[config.mk]
export PLATFORM = sky130hd
export DESIGN_NAME = pla_in5_eval_arbiter
export DESIGN_NICKNAME = d
export VERILOG_FILES = /design/src/rtl/pla_in5_eval_arbiter.sv
export SDC_FILE = /design/constraint.sdc
export NUM_CORES = 1
export LEC_CHECK = 0
export CORE_UTILIZATION = 32
export DETAILED_ROUTE_END_ITERATION = 12
export PLACE_DENSITY = 0.79
export SETUP_SLACK_MARGIN = 0.2
export SLEW_MARGIN = 5
export SYNTH_ARGS = -nofsm -noshare
export SYNTH_HDL_FRONTEND = slang
export SYNTH_SLANG_ARGS = --single-unit
[constraint.sdc]
create_clock -name clk -period 2.2 [get_ports clk]
set_clock_uncertainty 0.2 [all_clocks]
set_input_delay 0.44 -clock clk [delete_from_list [all_inputs] [get_ports clk]]
set_output_delay 0.44 -clock clk [all_outputs]
set_load 0.05 [all_outputs]
[src/rtl/pla_in5_eval_arbiter.sv]
// Round-robin arbiter that time-shares one combinational pla__in5 evaluator.
// A granted requester's input vector is registered onto the PLA inputs and held
// for EVAL_CYCLES cycles. The PLA result is then captured and returned with the
// requester id on a valid/ready response channel.
module pla_in5_eval_arbiter #(
    parameter int unsigned NUM_REQ     = 4,
    parameter int unsigned IN_W        = 24,
    parameter int unsigned OUT_W       = 14,
    parameter int unsigned EVAL_CYCLES = 2
) (
    input  logic                       clk,
    input  logic                       rst,
    input  logic [NUM_REQ-1:0]         req_valid,
    output logic [NUM_REQ-1:0]         req_ready,
    input  logic [NUM_REQ*IN_W-1:0]    req_data,
    output logic [IN_W-1:0]            pla_x,
    input  logic [OUT_W-1:0]           pla_z,
    output logic                       rsp_valid,
    input  logic                       rsp_ready,
    output logic [$clog2(NUM_REQ)-1:0] rsp_id,
    output logic [OUT_W-1:0]           rsp_data,
    output logic                       busy
);

    localparam int unsigned ID_W  = $clog2(NUM_REQ);
    localparam int unsigned CNT_W = (EVAL_CYCLES > 1) ? $clog2(EVAL_CYCLES) : 1;

    typedef enum logic [1:0] {
        IDLE = 2'd0,
        EVAL = 2'd1,
        RESP = 2'd2
    } state_t;

    state_t            state;
    logic [ID_W-1:0]   last_grant;
    logic [ID_W-1:0]   grant_idx;
    logic [ID_W-1:0]   cand;
    logic [NUM_REQ-1:0] grant_oh;
    logic              grant_any;
    logic [CNT_W-1:0]  cnt;
    logic [IN_W-1:0]   req_vec [NUM_REQ];

    // Unpack the flat request bus into one vector per requester.
    for (genvar i = 0; i < NUM_REQ; i++) begin : g_split
        assign req_vec[i] = req_data[i*IN_W +: IN_W];
    end

    // Round-robin search starting just after the last granted requester.
    always_comb begin
        grant_oh  = '0;
        grant_idx = '0;
        grant_any = 1'b0;
        cand      = '0;
        for (int unsigned k = 1; k <= NUM_REQ; k++) begin
            cand = ID_W'((32'(last_grant) + k) % NUM_REQ);
            if (!grant_any && req_valid[cand]) begin
                grant_any = 1'b1;
                grant_idx = cand;
            end
        end
        if (grant_any) begin
            grant_oh[grant_idx] = 1'b1;
        end
    end

    // Accept strobe only exists in IDLE; forced low while reset is held.
    assign req_ready = (state == IDLE && !rst) ? grant_oh : '0;

    // Sequencer: grant, hold PLA inputs for the settle window, then respond.
    always_ff @(posedge clk or posedge rst) begin
        if (rst) begin
            state      <= IDLE;
            pla_x      <= '0;
            rsp_valid  <= 1'b0;
            rsp_data   <= '0;
            rsp_id     <= '0;
            busy       <= 1'b0;
            cnt        <= '0;
            last_grant <= ID_W'(NUM_REQ - 1);
        end else begin
            case (state)
                IDLE: begin
                    if (grant_any) begin
                        pla_x      <= req_vec[grant_idx];
                        rsp_id     <= grant_idx;
                        last_grant <= grant_idx;
                        cnt        <= CNT_W'(EVAL_CYCLES - 1);
                        busy       <= 1'b1;
                        state      <= EVAL;
                    end
                end
                EVAL: begin
                    if (cnt == '0) begin
                        rsp_data  <= pla_z;
                        rsp_valid <= 1'b1;
                        state     <= RESP;
                    end else begin
                        cnt <= cnt - CNT_W'(1);
                    end
                end
                RESP: begin
                    // pla_x is left untouched so the PLA stays quiet while idle.
                    if (rsp_ready) begin
                        rsp_valid <= 1'b0;
                        busy      <= 1'b0;
                        state     <= IDLE;
                    end
                end
                default: begin
                    state <= IDLE;
                end
            endcase
        end
    end

endmodule

# Yosys cells after proc, flatten, opt, wreduce, memory -nomap -nowiden

Cells that the tools add are included.

Memories kept: 0
Register bits: 47
Memory bits (read-only): 0
Memory bits (writable): 0
Logic and storage cells: 80
Latch bits: 0
Bits of input ports: 117
Output and inout port bits: 46

Add/subtract/negate cells: 5
Equality and inequality tests: 5
Reductions and logical operators: 19
Bitwise gates (word level): 2
$mul: 0
Order comparisons: 7
Div/mod/pow operators: 0
Mux-type cells: 34
Shift-type cells: 0

Operators by type and width:

| kind                                                | number |
|---|---|
| binary-select mux 24 bit (select 2 bit)             | 1 |
| 2-to-1 mux 24 bit                                   | 2 |
| < comparator 2 x 3 -> 1 bit, second input constant  | 5 |
| 2-to-1 mux 2 bit                                    | 7 |
| 2-to-1 mux 1 bit                                    | 13 |
| AND reduction 3 bit                                 | 3 |
| binary-select mux 1 bit (select 2 bit)              | 4 |
| 2-to-1 mux 4 bit                                    | 2 |
| inequality test 2 bit, second input constant        | 3 |
| one-hot mux 1 bit (2 select lines)                  | 3 |
| one-hot mux 2 bit (3 select lines)                  | 1 |
| AND reduction 2 bit                                 | 3 |
| nonzero test 2 bit                                  | 3 |
| logical AND 1 bit                                   | 5 |
| adder 2 x 1 -> 2 bit, second input constant         | 2 |
| adder 2 bit, second input constant                  | 2 |
| zero test 1 bit                                     | 4 |
| >= comparator 3 bit, second input constant          | 1 |
| NOT 2 -> 3 bit                                      | 1 |
| demux 1 bit (select 2 bit)                          | 1 |
| equality test 2 x 1 -> 1 bit, second input constant | 1 |
| equality test 2 bit, second input constant          | 1 |
| >= comparator 2 x 1 -> 1 bit, second input constant | 1 |
| zero test 2 bit                                     | 1 |
| 2 further kinds                                     | 2 |

# Longest topological paths before layout

Gate-level depths: netlist of the first run.

Depth in word-level cells: 19
Gate-level depth with buffers: 7
Depth with buffers taken out: 5

# Worst setup path before layout of the first run

No wires, ideal clock.

Path type: reg-to-output
Start point: reg last_grant[0]
End point: out req_ready[1]
Slack: -1106 ps
Required time: 1560 ps
Cell stages (with the launch flop): 5
Arrival time: 2666 ps
Path buffers: 0
Cells stage by stage: dfstp_2 nand2b_1 a21oi_1 o22a_1 nor4b_1

Cells in the longest elaborated chain, start to end: 19
Elaborated cells on any way between the ends: 33
Classes of those cells: add/sub: 4; order compare: 2; mux: 20; reduce/logical: 7

Ends and longest elaborated chain:

| what                                                                                                     | RTL line | source |
|---|---|---|
| from (decl)                                                                                              | 35       | `logic [ID_W-1:0] last_grant;` |
| from (signal assigned)                                                                                   | 79       | `last_grant <= ID_W'(NUM_REQ - 1);` |
| from (signal assigned)                                                                                   | 86       | `last_grant <= grant_idx;` |
| adder 2 x 1 -> 2 bit                                                                                     | 55       | `cand = ID_W'((32'(last_grant) + k) % NUM_REQ);` |
| binary-select mux 1 bit (select 2 bit)                                                                   | 56       | `if (!grant_any && req_valid[cand]) begin` |
| 2-to-1 mux 1 bit (implied by the code)                                                                   | 56       |  |
| 2-to-1 mux 1 bit                                                                                         | 56       |  |
| zero test 1 bit                                                                                          | 56       |  |
| logical AND 1 bit                                                                                        | 56       |  |
| 2-to-1 mux 1 bit                                                                                         | 56       |  |
| zero test 1 bit                                                                                          | 56       |  |
| [... 3 more ...]                                                                                         | -        |  |
| logical AND 1 bit                                                                                        | 56       |  |
| 2-to-1 mux 2 bit                                                                                         | 56       |  |
| < comparator 2 x 3 -> 1 bit (implied by the code) / >= comparator 2 x 1 -> 1 bit (equally long branches) | 62       | `grant_oh[grant_idx] = 1'b1;` |
| logical AND 1 bit (implied by the code)                                                                  | 62       |  |
| 2-to-1 mux 1 bit (implied by the code)                                                                   | 62       |  |
| demux 1 bit (select 2 bit)                                                                               | 62       |  |
| 2-to-1 mux 4 bit *                                                                                       | 61       | `if (grant_any) begin` |
| 2-to-1 mux 4 bit *                                                                                       | 67       | `assign req_ready = (state == IDLE && !rst) ? grant_oh : '0;` |
| to (decl)                                                                                                | 14       | `output logic [NUM_REQ-1:0] req_ready,` |

Every way passes the cells marked *; elsewhere a longest branch is shown, timed or not. The select of a mux whose other input is x is not followed.

# Worst setup path in the final report of the first run

Same ends and word-level chain as after synthesis.

==> results of run 1 <==
## critical path, cell delays in order, from the launching register on
cell	delay (ps)
dfstp_2	570
nand2b_4	140
buf_6	100
a21oi_4	50
o22a_1	200
nor4b_4	280
buf_12	180
## cells in the mapped netlist
cell / n / area share [%]
clkbuf_1: 14 / 2.1
nor3_1: 3 / 0.59
a221o_1: 5 / 2.0
nor3b_2: 1 / 0.49
a311oi_4: 1 / 1.0
nand3_1: 1 / 0.20
nand2_1: 21 / 3.1
inv_1: 3 / 0.44
mux2_2: 19 / 8.4
nor4b_1: 1 / 0.35
and3_1: 6 / 1.5
a222oi_1: 12 / 4.7
a221oi_1: 7 / 2.4
a21o_1: 1 / 0.30
or2_1: 1 / 0.25
mux2i_1: 5 / 2.0
nor2_1: 32 / 4.7
o21bai_1: 1 / 0.30
nor2b_1: 4 / 0.99
mux2_1: 14 / 6.2
and2_1: 2 / 0.49
o32ai_2: 1 / 0.64
buf_2: 2 / 0.39
dfstp_2: 2 / 2.1
o211ai_1: 1 / 0.30
a31oi_1: 1 / 0.25
dfrtp_1: 45 / 44
nand2b_1: 4 / 0.99
o21ai_0: 4 / 0.79
a21oi_1: 24 / 4.7
o22a_1: 6 / 2.1
buf_6: 2 / 0.89
## repair_timing
item	CTS	global route
setup endpoints to repair	68	28
pin swaps	16	10
gates cloned	1	0
setup buffers	11	4
gates resized for setup	74	7
## worst max path at each step
stage | slack [ps] | startpoint | end | cells after the start
floorplan | -90 | last_grant[0]$_DFFE_PP1P_ | req_ready[1] | 4
global placement | -520 | req_valid[1] | pla_x[1]$_DFFE_PP0P_ | 7
detailed placement | -550 | req_valid[1] | pla_x[2]$_DFFE_PP0P_ | 7
CTS | -240 | last_grant[0]$_DFFE_PP1P_ | req_ready[1] | 6
global route | -330 | last_grant[0]$_DFFE_PP1P_ | req_ready[1] | 6
finish | -250 | last_grant[0]$_DFFE_PP1P_ | req_ready[1] | 6
## final cells by class
class,instances,area [um^2]
sequential,47,1179
fill,658,2750
timing repair buffer,213,2062
multi-input combinational,178,1436
clock buffer,6,82.58
inverter,3,15.01
clock inverter,2,35.03
tap,102,127.6
## registers in the layout (all words and copies together) (netlist names)
register    flops
busy            1
rsp_data       14
rsp_valid       1
rsp_id          2
pla_x          24
last_grant      2
state           2
cnt             1
## power by group
part           switching (mW)  total (mW)  internal (mW)
registers               0.237        1.56           1.32
clock network           0.289       0.657          0.368
logic                    2.82        4.76           1.93
total                    3.35        6.97           3.63
## stage by stage
stage	total power [mW]	utilization [%]	std cells	worst slack [ps]	hold WS, ps
floorplan	4.492	-	246	-88.96	255.7
global placement	6.106	59.80	527	-525.0	261.2
detailed placement	6.209	59.80	527	-550.7	262.8
CTS	6.949	63.57	547	-243.8	280.6
global route	7.381	64.23	551	-327.8	328.0
finish	6.974	64.23	551	-245.2	273.6
## cells in the final DEF, fill, tap and decap left out, drive strengths merged
cell           Yosys  final
a21o               1      1
a21oi             24     24
a221o              5      5
a221oi             7      7
a222oi            12     12
a311oi             1      1
a31oi              1      1
and2               2      2
and3               6      6
buf                4     59
bufinv             0      1
clkbuf            14      6
clkdlybuf4s50      0    112
clkinv             0      1
clkinvlp           0      1
dfrtp             45     45
dfstp              2      2
dlygate4sd2        0     42
inv                3      2
mux2              33     33
mux2i              5      5
nand2             21     21
nand2b             4      4
nand3              1      1
nor2              32     32
nor2b              4      4
nor3               3      3
nor3b              1      1
nor4b              1      1
o211ai             1      1
o21ai              4      4
o21bai             1      1
o22a               6      6
o32ai              1      1
or2                1      1
## metal layers
layer  global-route usage, %  part of all wire [%]  vias to the layer above
li1                        -                     -                     1319
met1                   25.41                    39                     1337
met2                   43.43                    53                      144
met3                   4.606                   7.4                        8
met4                   5.026                  0.86                        0
met5                       0                     0                        -
## cell families (layout without fill, tap and decap cells)
family                 count (synthesis)  in the layout
DFF                                   47             47
buffers and inverters                 21            224
muxes                                 38             38
AOI/OAI and AO/OA                     64             64
and+or+nand+nor                       76             76
==> metrics.cfg, run 1 <==
[status]
run_status = complete, but fails checks
violations = setup timing

[sta]
setup_slack_ps = -245.2
setup_violations = 26
setup-tns-final_ps = -2971
rsz0062_at_grt = true
period_minus_slack_ps = 2445
hold_viol_final = 0
maxSlewViolCount = 0
period_share_pct = 111.1
fmaxAchievable_ghz = 0.4090
tightest_slew_ps = 546.6
slew_headroom_pct = 63.56

[cts]
clk_pin_slew_worst_paths_ps = 90
cts_root_buf = clkbuf_8
htree_levels = 2
cts_tree = yes
ctsHoldBuffers = 0
insertion_delay_ps = 290
cts.sinks = 47
numCtsBuffers = 5
clk_path_buf_depth = 2

[logic_synthesis]
ys_ff_latch = 47
synth_xor_area_share_pct = 0
yosysUniqueCellTypes = 32
syn_area_mm2 = 0.002539
synthSimpleGateAreaFrac_pct = 13.65
synthCells = 246
synth-compound-area-share_pct = 19.52
avgSynthCellArea_um2 = 10.32
synthAdderAreaFrac_pct = 0
yosysSeqAreaShare_pct = 46.43
synth_nets = 363
synthMuxAreaShare_pct = 16.61
synth_top_family_by_area = compound AO/OA/AOI/OAI gates
synth_warnings = 0

[detailed_routing]
first_iter_violations = 168
via_per_inst = 5.096
drtPass1Iterations = 4
totalWireLength_mm = 9.454
vias = 2808
ant_nets = 0
post_drt_wl_per_cell_um = 17.16
drc = 0

[global_route]
track_usage_pct = 22.60
grt_max_degree = 42
grt_pass1_wl_mm = 14.77
grt_pass1_vias = 3083
antenna_found_initial = 0
grt-ovfl-total = 0

[die]
initial_core_util_pct = 33.02
die_y_um = 91.07
fp-row-count = 32
dieWidth_um = 91.07
dieArea_mm2 = 0.008294
core_mm2 = 0.007687
pin_count = 163

[setup_path]
timing.rr.end = pla_x[1]$_DFFE_PP0P_
required_ps = 1560
arrival_ps = 1810
crit_path_start_kind = flop
reg2reg_slack_ps = -160
r2r_start = last_grant[0]$_DFFE_PP1P_
criticalPathCategory = flop to output pin
end_kind = output pin
crit_fanout = 3
reg2reg_depth = 9

[min_path]
worstHoldPathType = flop to flop
min-delay-start = rsp_id[0]$_DFFE_PP0P_
min_to = rsp_id[0]$_DFFE_PP0P_
holdPathStages = 2

[power]
leakage_nw = 2.162
ir_drop_uv = 789.7
powerDensity_mw_per_mm2 = 1413

[cells_and_area]
design.final.nets = 565
diodes = 0
syn_to_final_growth_pct = 94.48
fin_area_mm2 = 0.004937
layout-drive-gt1-share_pct = 27.84

[placed_design]
place_area_mm2 = 0.004597
port_buffers = 162
place_hpwl_mm = 6.898
gp_congestion = 0.8628

[run]
drv_cap = 0

Note: power is estimated with default switching activity, not from simulation.
==> run 2, diff against run 1 <==
--- a/config.mk
+++ b/config.mk
@@ -9,6 +9,7 @@
 export DETAILED_ROUTE_END_ITERATION = 12
 export PLACE_DENSITY = 0.79
 export SETUP_SLACK_MARGIN = 0.2
+export SKIP_CTS_REPAIR_TIMING = 1
 export SLEW_MARGIN = 5
 export SYNTH_ARGS = -nofsm -noshare
 export SYNTH_HDL_FRONTEND = slang
==> run 2 against run 1 <==
Against the previous run:
- the run still ends with setup timing left
- count of clock-buffer cells in the layout did not move
- worst setup slack got worse by 19 ps
- sequential power barely moved
- register-to-register slack better by 60 ps
- core utilization is 2.3 points higher
- largest power group unchanged
==> metrics.cfg, run 2 (synthesis gave the netlist of run 1 again) <==
[status]
run_status = complete, but fails checks
violations = setup timing

[power]
power.share.switching_pct = 46.85
clkPwrFrac_pct = 9.1
p_switching_mw = 3.377
total_power_mw = 7.208
powerDensity_mw_per_mm2 = 1410
leakage_nw = 2.467
power.internal_mw = 3.831
power.combinational.fraction_pct = 69.1
ir_drop_uv = 818.2
p_seq_share_pct = 21.8

[setup_path]
required_ps = 1560
crit_path_start_kind = flop
crit_fanout = 4
path_cells = nand2b_4 -> buf_6 -> a21oi_4 -> o22a_1 -> nor4b_4 -> buf_12
end_kind = output pin
cp_slowest_stage_delay_ps = 580
arrival_ps = 1820
cp_slowest_cell = dfstp_2
criticalPathCategory = flop to output pin

[cells_and_area]
design.final.nets = 564
fillers = 615
diodes = 0
final_util_pct = 66.50
final_common_cell = clkdlybuf4s50_1
layout_common_cells = clkdlybuf4s50_1 (112), dfrtp_1 (45), buf_4 (44)
largest_reg_flops = 24
largestRegisters = pla_x (24), rsp_data (14)
syn_to_final_growth_pct = 101.4
fin_area_mm2 = 0.005112
top_register = pla_x
layout-drive-gt1-share_pct = 29.24

[cts]
htree_levels = 2
cts_tree = yes
insertion_delay_ps = 290
cts_root_buf = clkbuf_8
cts.sinks = 47
clk_pin_slew_worst_paths_ps = 90
clk_path_buf_depth = 2
numCtsBuffers = 5

[run]
drv_cap = 0

[detailed_routing]
ant_nets = 0
via_per_inst = 5.116
vias = 2814
first_iter_violations = 111
post_drt_wl_per_cell_um = 17.75
drc = 0
drtPass1Iterations = 5
totalWireLength_mm = 9.764

[sta]
setup_slack_ps = -264.7
rsz0062_at_grt = true
hold_viol_final = 0
maxSlewViolCount = 0
period_share_pct = 112.0
tightest_slew_ps = 549.8
setup-tns-final_ps = -1441
setup_violations = 18
period_minus_slack_ps = 2465
fmaxAchievable_ghz = 0.4057
slew_headroom_pct = 63.34

[die]
initial_core_util_pct = 33.02
fp-row-count = 32
dieArea_mm2 = 0.008294
die_y_um = 91.07
dieWidth_um = 91.07
pin_count = 163
core_mm2 = 0.007687

[placed_design]
port_buffers = 162
place_hpwl_mm = 6.898
gp_congestion = 0.8628
place_area_mm2 = 0.004597
place_ws_ps = -550.7

[global_route]
grt_max_degree = 42
grt_pass1_wl_mm = 14.10
track_usage_pct = 21.53
antenna_found_initial = 0
grt_pass1_vias = 2990
grt-ovfl-total = 0

[min_path]
worstHoldPathType = flop to flop

## run 2: worst max-delay path: cells and delay by family (launching register included)
| kind | cells | cell delay [ps] |
|---|---|---|
| buffers and inverters | 2 | 280 |
| AND/OR/NAND/NOR | 2 | 420 |
| flip-flops | 1 | 580 |
| AO/OA/AOI/OAI | 2 | 250 |
## run 2: cell type report
class	count	area [um^2]	area share, %
inverters	3	15.01	0.2937
clock inverters	2	35.03	0.6853
well taps	102	127.6	2.496
repair buffers	212	2210	43.22
clock buffers	6	82.58	1.615
flip-flops and latches	47	1179	23.05
multi-input cells	178	1464	28.63
## run 2: power groups by stage
stage               Sequential, mW  Clock (mW)  Combinational [mW]
finish                        1.57       0.656                4.98
global route                  1.64       0.714                5.26
CTS                           1.60       0.682                4.61
detailed placement            1.61           0                4.60
global placement              1.59           0                4.52
floorplan                     2.93           0                1.57
## run 2: path summary, 6_finish.rpt
path	startpoint	endpoint	slack [ps]	cells past startpoint
min reg2reg	rsp_id[0]$_DFFE_PP0P_	rsp_id[0]$_DFFE_PP0P_	270	2
min in group asynchronous	rst	rsp_data[12]$_DFFE_PP0P_	370	3
max reg2reg	last_grant[0]$_DFFE_PP1P_	pla_x[2]$_DFFE_PP0P_	-100	8
min	rsp_id[0]$_DFFE_PP0P_	rsp_id[0]$_DFFE_PP0P_	270	2
max	last_grant[0]$_DFFE_PP1P_	req_ready[1]	-260	6
max in group asynchronous	rst	last_grant[0]$_DFFE_PP1P_	860	3
## run 2: through the flow
| stage | std cells | hold slack (ps) |
|---|---|---|
| CTS | 535 | 285.3 |
| finish | 550 | 274.5 |
| floorplan | 246 | 255.7 |
| global placement | 527 | 261.2 |
| detailed placement | 527 | 262.8 |
| global route | 550 | 328.1 |
## run 2: layer usage
| metal | up-vias | GRT usage [%] | part of all wire [%] |
|---|---|---|---|
| met1 | 1333 | 23.72 | 38 |
| li1 | 1316 | - | - |
| met3 | 16 | 5.276 | 7.4 |
| met4 | 0 | 5.423 | 1.6 |
| met5 | - | 0 | 0 |
| met2 | 149 | 40.97 | 53 |
